File: config.mk
export PLATFORM = sky130hd
export DESIGN_NAME = oled_i2c_rx
export DESIGN_NICKNAME = d
export VERILOG_FILES = /design/src/rtl/oled_i2c_pkg.sv /design/src/rtl/i2c_line_sync.sv /design/src/rtl/oled_i2c_rx.sv
export SDC_FILE = /design/constraint.sdc
export NUM_CORES = 1
export LEC_CHECK = 0
export ABC_AREA = 1
export ABC_CLOCK_PERIOD_IN_PS = 1700
export CAP_MARGIN = 20
export CORE_MARGIN = 1.5
export CORE_UTILIZATION = 54
export DETAILED_ROUTE_END_ITERATION = 6
export PLACE_DENSITY = 0.79
export SYNTH_ARGS = -nofsm -noshare
export SYNTH_HDL_FRONTEND = slang
export SYNTH_SLANG_ARGS = --single-unit
File: constraint.sdc
create_clock -name clk -period 1.7 [get_ports clk]
set_input_delay 0.17 -clock clk [delete_from_list [all_inputs] [get_ports clk]]
set_output_delay 0.17 -clock clk [all_outputs]
set_load 0.03 [all_outputs]
File: src/rtl/oled_i2c_pkg.sv
// Shared types and constants for the OLED I2C target receiver.
package oled_i2c_pkg;

    typedef enum logic [2:0] {
        ST_IDLE      = 3'd0,
        ST_ADDR      = 3'd1,
        ST_ADDR_ACK  = 3'd2,
        ST_CTRL      = 3'd3,
        ST_CTRL_ACK  = 3'd4,
        ST_DATA      = 3'd5,
        ST_DATA_ACK  = 3'd6,
        ST_WAIT_STOP = 3'd7
    } state_t;

    localparam logic [6:0] OLED_I2C_ADDR7_DEFAULT = 7'h3C;

    localparam int CO_BIT = 7;
    localparam int DC_BIT = 6;

    localparam logic [7:0] CTRL_CMD  = 8'h80;
    localparam logic [7:0] CTRL_DATA = 8'h40;

endpackage

File: src/rtl/i2c_line_sync.sv
// One I2C line: synchronizer, optional glitch filter, rise/fall pulses.
// Filter enabled by defining OLED_I2C_RX_GLITCH_FILTER_EN.
module i2c_line_sync #(
    parameter int SYNC_STAGES = 2
`ifdef OLED_I2C_RX_GLITCH_FILTER_EN
    ,
    parameter int FILT_CYC    = 3
`endif
) (
    input  logic clk,
    input  logic rst_n,
    input  logic line_i,
    output logic level_o,
    output logic rise_o,
    output logic fall_o
);

    logic [SYNC_STAGES-1:0] sync_q;
    logic                   level;
    logic                   prev_q;

    // Idle bus is high, so everything resets to 1 to avoid a spurious edge.
    always_ff @(posedge clk or negedge rst_n) begin
        if (!rst_n) begin
            sync_q <= '1;
        end else begin
            sync_q <= {sync_q[SYNC_STAGES-2:0], line_i};
        end
    end

`ifdef OLED_I2C_RX_GLITCH_FILTER_EN
    localparam int CW = $clog2(FILT_CYC + 1);

    logic          filt_q;
    logic [CW-1:0] cnt_q;

    // The filtered level follows only after FILT_CYC consecutive differing samples.
    always_ff @(posedge clk or negedge rst_n) begin
        if (!rst_n) begin
            filt_q <= 1'b1;
            cnt_q  <= '0;
        end else if (sync_q[SYNC_STAGES-1] == filt_q) begin
            cnt_q <= '0;
        end else if (cnt_q == CW'(FILT_CYC - 1)) begin
            filt_q <= sync_q[SYNC_STAGES-1];
            cnt_q  <= '0;
        end else begin
            cnt_q <= cnt_q + 1'b1;
        end
    end

    assign level = filt_q;
`else
    assign level = sync_q[SYNC_STAGES-1];
`endif

    always_ff @(posedge clk or negedge rst_n) begin
        if (!rst_n) begin
            prev_q <= 1'b1;
        end else begin
            prev_q <= level;
        end
    end

    assign level_o = level;
    assign rise_o  = level & ~prev_q;
    assign fall_o  = ~level & prev_q;

endmodule

File: src/rtl/oled_i2c_rx.sv
// I2C target receiver for the OLED link: address, control byte, payload strobes.
// Optional line glitch filter: OLED_I2C_RX_GLITCH_FILTER_EN.
module oled_i2c_rx
    import oled_i2c_pkg::*;
#(
    parameter logic [6:0] ADDR7       = OLED_I2C_ADDR7_DEFAULT,
    parameter int         SYNC_STAGES = 2,
    parameter int         FILT_CYC    = 3
) (
    input  logic       clk,
    input  logic       rst_n,
    input  logic       scl,
    input  logic       sda_in,
    output logic       sda_oe,
    output logic       byte_valid,
    output logic [7:0] byte_out,
    output logic       dcn,
    output logic       busy,
    output logic       nack_err
);

    logic scl_lvl, scl_rise, scl_fall;
    logic sda_lvl, sda_rise, sda_fall;

`ifdef OLED_I2C_RX_GLITCH_FILTER_EN
    i2c_line_sync #(.SYNC_STAGES(SYNC_STAGES), .FILT_CYC(FILT_CYC)) u_scl_sync (
`else
    i2c_line_sync #(.SYNC_STAGES(SYNC_STAGES)) u_scl_sync (
`endif
        .clk(clk), .rst_n(rst_n), .line_i(scl),
        .level_o(scl_lvl), .rise_o(scl_rise), .fall_o(scl_fall)
    );

`ifdef OLED_I2C_RX_GLITCH_FILTER_EN
    i2c_line_sync #(.SYNC_STAGES(SYNC_STAGES), .FILT_CYC(FILT_CYC)) u_sda_sync (
`else
    i2c_line_sync #(.SYNC_STAGES(SYNC_STAGES)) u_sda_sync (
`endif
        .clk(clk), .rst_n(rst_n), .line_i(sda_in),
        .level_o(sda_lvl), .rise_o(sda_rise), .fall_o(sda_fall)
    );

    logic start_det, stop_det;
    assign start_det = sda_fall & scl_lvl;
    assign stop_det  = sda_rise & scl_lvl;

    state_t     state_q, state_d;
    logic [7:0] shift_q, shift_d;
    logic [2:0] cnt_q, cnt_d;
    logic       co_q, co_d, dc_q, dc_d;
    logic       sda_oe_q, sda_oe_d;
    logic [7:0] byte_q, byte_d;
    logic       dcn_q, dcn_d, bv_q, bv_d, busy_q, busy_d, nack_q, nack_d;
    logic [7:0] sampled;

    assign sampled = {shift_q[6:0], sda_lvl};

    always_comb begin
        state_d  = state_q;
        shift_d  = shift_q;
        cnt_d    = cnt_q;
        co_d     = co_q;
        dc_d     = dc_q;
        sda_oe_d = sda_oe_q;
        byte_d   = byte_q;
        dcn_d    = dcn_q;
        bv_d     = 1'b0;
        busy_d   = busy_q;
        nack_d   = 1'b0;
        // Bus conditions override any SCL edge seen in the same cycle.
        if (start_det) begin
            state_d  = ST_ADDR;
            cnt_d    = 3'd0;
            sda_oe_d = 1'b0;
            busy_d   = 1'b1;
        end else if (stop_det) begin
            state_d  = ST_IDLE;
            cnt_d    = 3'd0;
            sda_oe_d = 1'b0;
            busy_d   = 1'b0;
        end else begin
            case (state_q)
                ST_ADDR, ST_CTRL, ST_DATA: begin
                    if (scl_rise) begin
                        shift_d = sampled;
                        cnt_d   = cnt_q + 3'd1;
                        if (cnt_q == 3'd7) begin
                            if (state_q == ST_ADDR) begin
                                if (sampled == {ADDR7, 1'b0}) begin
                                    state_d = ST_ADDR_ACK;
                                end else begin
                                    nack_d  = 1'b1;
                                    state_d = ST_WAIT_STOP;
                                end
                            end else if (state_q == ST_CTRL) begin
                                co_d    = sampled[CO_BIT];
                                dc_d    = sampled[DC_BIT];
                                state_d = ST_CTRL_ACK;
                            end else begin
                                byte_d  = sampled;
                                dcn_d   = dc_q;
                                bv_d    = 1'b1;
                                state_d = ST_DATA_ACK;
                            end
                        end
                    end
                end
                ST_ADDR_ACK, ST_CTRL_ACK, ST_DATA_ACK: begin
                    // First SCL fall opens the ACK slot, the second closes it.
                    if (scl_fall) begin
                        if (!sda_oe_q) begin
                            sda_oe_d = 1'b1;
                        end else begin
                            sda_oe_d = 1'b0;
                            cnt_d    = 3'd0;
                            if (state_q == ST_ADDR_ACK)      state_d = ST_CTRL;
                            else if (state_q == ST_CTRL_ACK) state_d = ST_DATA;
                            else if (co_q)                   state_d = ST_CTRL;
                            else                             state_d = ST_DATA;
                        end
                    end
                end
                ST_IDLE, ST_WAIT_STOP: ;
                default: state_d = ST_IDLE;
            endcase
        end
    end

    always_ff @(posedge clk or negedge rst_n) begin
        if (!rst_n) begin
            state_q  <= ST_IDLE;
            shift_q  <= 8'h00;
            cnt_q    <= 3'd0;
            co_q     <= 1'b0;
            dc_q     <= 1'b0;
            sda_oe_q <= 1'b0;
            byte_q   <= 8'h00;
            dcn_q    <= 1'b0;
            bv_q     <= 1'b0;
            busy_q   <= 1'b0;
            nack_q   <= 1'b0;
        end else begin
            state_q  <= state_d;
            shift_q  <= shift_d;
            cnt_q    <= cnt_d;
            co_q     <= co_d;
            dc_q     <= dc_d;
            sda_oe_q <= sda_oe_d;
            byte_q   <= byte_d;
            dcn_q    <= dcn_d;
            bv_q     <= bv_d;
            busy_q   <= busy_d;
            nack_q   <= nack_d;
        end
    end

    assign sda_oe     = sda_oe_q;
    assign byte_valid = bv_q;
    assign byte_out   = byte_q;
    assign dcn        = dcn_q;
    assign busy       = busy_q;
    assign nack_err   = nack_q;

endmodule

==> results.md <==
| Metric | This run |
|---|---|
| DIE WIDTH | 55.8 um |
| Share of layout cells above drive strength 1 | 0.205 |
| PwrDens | 1190 mW/mm^2 |
| Floorplan die area | 0.00311 mm^2 |
| Max stage delay cell, worst path | clkdlybuf4s50_1 |
| # diodes | 0 |
| Area occupied by multi-input gates | 558 um^2 |
| Met1 Wirelength | 1190 um |
| Worst-case clock skew | 0.00556 ns |
| Setup slack on the worst flop-to-flop path | 0.22 ns |
| Top-level I/O count | 17 |
| Die height | 55.8 um |
| Routability cong. | 0.861 |
| Leakage component of the power | 0.847 nW |
| Setup repair after global routing missed its margin | false |
| Overall global routing resource usage | 0.197 |
| Number of global-route vias before repair | 1073 |
| Final Hold Violating Endpoints | 0 |
| Crit path cell chain | clkdlybuf4s50_1 |
| Post-route setup slack | 0.120 ns |
| Row cnt | 18 |
| Final critical-path share of the clock period | 0.930 |
| Routed Wire Length | 2610 um |
| Hold Buf Count CTS | 0 |
| Placeable core region | 0.00254 mm^2 |
| Cell Area, Placed | 0.00172 mm^2 |
| Fin crit period | 1.58 ns |
| Cts bufs inserted | 5 |
| Signal arrival time at the worst endpoint | 1.41 ns |
| Clk slew on worst S/H paths | 0.10 ns |
| Most common library cell in the layout ignoring fill and taps | nand2_1 |
| Finished layout cell area | 0.00178 mm^2 |
| RR Endpoint | state_q[1] |
| Data required time of the worst path | 1.53 ns |
| Total power draw | 2.12 mW |
| Net count after synthesis | 167 |
| Area growth syn-to-layout | 18.3% |
| Slowest Stage Delay on Critical Path | 0.68 ns |
| Number of antenna violations at the first check in global routing | 0 |
| Clock latency of the later-clocked register in the worst-skew pair | 0.34 ns |
| Minimum setup slack after placement | 0.235 ns |
| Clk buf depth | 2 |
| DR WL met2 | 1280 um |
| Wire length of the first global-routing pass | 4710 um |
| Resized Gates After CTS | 0 |
| Detail Route Antenna Nets | 0 |
| Commonest non-fill, non-tap cells in the layout | nand2_1, dfrtp_1, clkdlybuf4s50_1 |
| Worst path bufs/invs | 1 |
| Register area | 858 um^2 |
| Root Buffer | clkbuf_4 |
| Number of detailed-route iterations in the first pass | 4 |
| Synthesized flop and latch total | 34 |
| Cell count of the worst reg-to-reg path | 8 |
| Hold_ws | 0.115 ns |
| Startpoint type of the worst setup path | flip-flop |
| Average instance area after synthesis | 9.33 um^2 |
| Net count, final | 190 |
| Outcome | completed |
| Total length of routed met3 wires | 97 um |
| Number of filler cells placed in the layout | 188 |
| Synthesized instance count | 161 |
| Max IR drop VDD | 0.989 mV |
| Pin count of the biggest net entering global routing | 28 |
| Relative slew slack | 0.728 |
| MaxCap Viol Count | 0 |
| Avg WL per Cell | 12.1 um |
| Launching point of the worst reg2reg path | u_scl_sync.sync_q[1] |
| Number of port buffers | 16 |
| Maximum fanout along the worst path | 3 |
| Initial DRC Count | 27 |
| Count of pins over their slew limit | 0 |
| Distinct cell type count after synthesis | 24 |
| Post-CTS setup buffer count | 0 |
| Warning count from the yosys run | 0 |
| Clk sink count | 34 |
| Vias | 1108 |
| Effective utilization at floorplan | 0.590 |
| Cell family contributing the most delay on the critical path | buffers and inverters |
| Residual DRC | 0 |
| Highest routing layer actually used | met4 |
| Number of vias per cell | 5.15 |
| Worst-Margin Slew | 0.407 ns |
| CP endpoint kind | output pin |
| Total global routing overflow | 0 |
| Highest clock frequency the design can meet | 633 MHz |
| Register area share after synthesis | 0.571 |
| CTS tree | done |
| Critical path class | reg -> out |
| Type of the tightest min-delay check | in -> async |
| Mapped Area | 0.00150 mm^2 |
| Critical path depth | 1 |
| # H-tree levels | 2 |
| Detailed placer's ending HPWL | 1920 um |
| Final number of setup-violating endpoints | 0 |
| Total Negative Setup Slacks | 0 ns |
[cells by family (layout without fill, tap and decap cells)]
logic type / after synthesis / count (layout) / share of synthesized area
buffers and inverters: 19 / 43 / 0.0575
DFF: 34 / 34 / 0.571
and+or+nand+nor: 81 / 81 / 0.239
AOI/OAI and AO/OA: 25 / 25 / 0.116
adders and majority gates: 2 / 2 / 0.0167
[worst max-delay path by stage]
stage                        end  slack [ns]     start
after floorplan              dcn        0.33  cnt_q[0]
after global placement       dcn        0.28  cnt_q[0]
after detailed placement     dcn        0.24  cnt_q[0]
after CTS                 sda_oe        0.12    sda_oe
after global routing      sda_oe        0.08    sda_oe
final                     sda_oe        0.12    sda_oe
[power by group]
group	internal [mW]	switching [mW]	leakage, nW
combinational	0.203	0.396	0.371
sequential	0.938	0.123	0.440
clock	0.200	0.258	0.0353
[state kept, by name, summed over array words and instances, names as in the netlist, 2 cells and up]
signal,flops
state_q,3
u_sda_sync.sync_q,2
u_scl_sync.sync_q,2
cnt_q,3
byte_out,8
shift_q,7
[layer usage]
layer	global-route usage	vias up
met5	0	-
met4	0.0801	0
met3	0.0698	5
met2	0.311	14
met1	0.247	528
li1	-	561
[metrics by stage]
step,std cells,util
after detailed placement,207,0.675
after floorplan,161,-
after global routing,215,0.699
after CTS,215,0.699
after global placement,207,0.675
final,215,0.699
[synth_stat cells]
cell type | n | area (um^2)
o211ai_1 | 1 | 7.51
a21oi_2 | 1 | 8.76
nand4_1 | 1 | 6.26
nand2_4 | 1 | 11.3
inv_1 | 14 | 52.6
nand2_2 | 3 | 18.8
nor3_1 | 3 | 15.0
dfstp_2 | 6 | 158
nor2_1 | 7 | 26.3
a211oi_1 | 1 | 7.51
nor2_2 | 4 | 25.0
a21oi_1 | 1 | 5.00
o21ai_0 | 7 | 35.0
o21ai_1 | 4 | 20.0
o31ai_1 | 1 | 7.51
nor2_4 | 2 | 22.5
ha_1 | 2 | 25.0
nand3_1 | 7 | 35.0
nand2_1 | 53 | 199
o21ai_2 | 8 | 70.1
inv_2 | 3 | 11.3
dfrtp_1 | 28 | 701
o211ai_2 | 1 | 12.5
buf_6 | 2 | 22.5
[layout make-up]
type,count,area share
clock buffers,7,0.0310
clock inverters,1,0.00281
inverters,17,0.0359
multi-input cells,108,0.314
flip-flops and latches,34,0.483
well taps,30,0.0211
repair buffers,18,0.113
No activity file was read; power rests on OpenSTA's default activity.
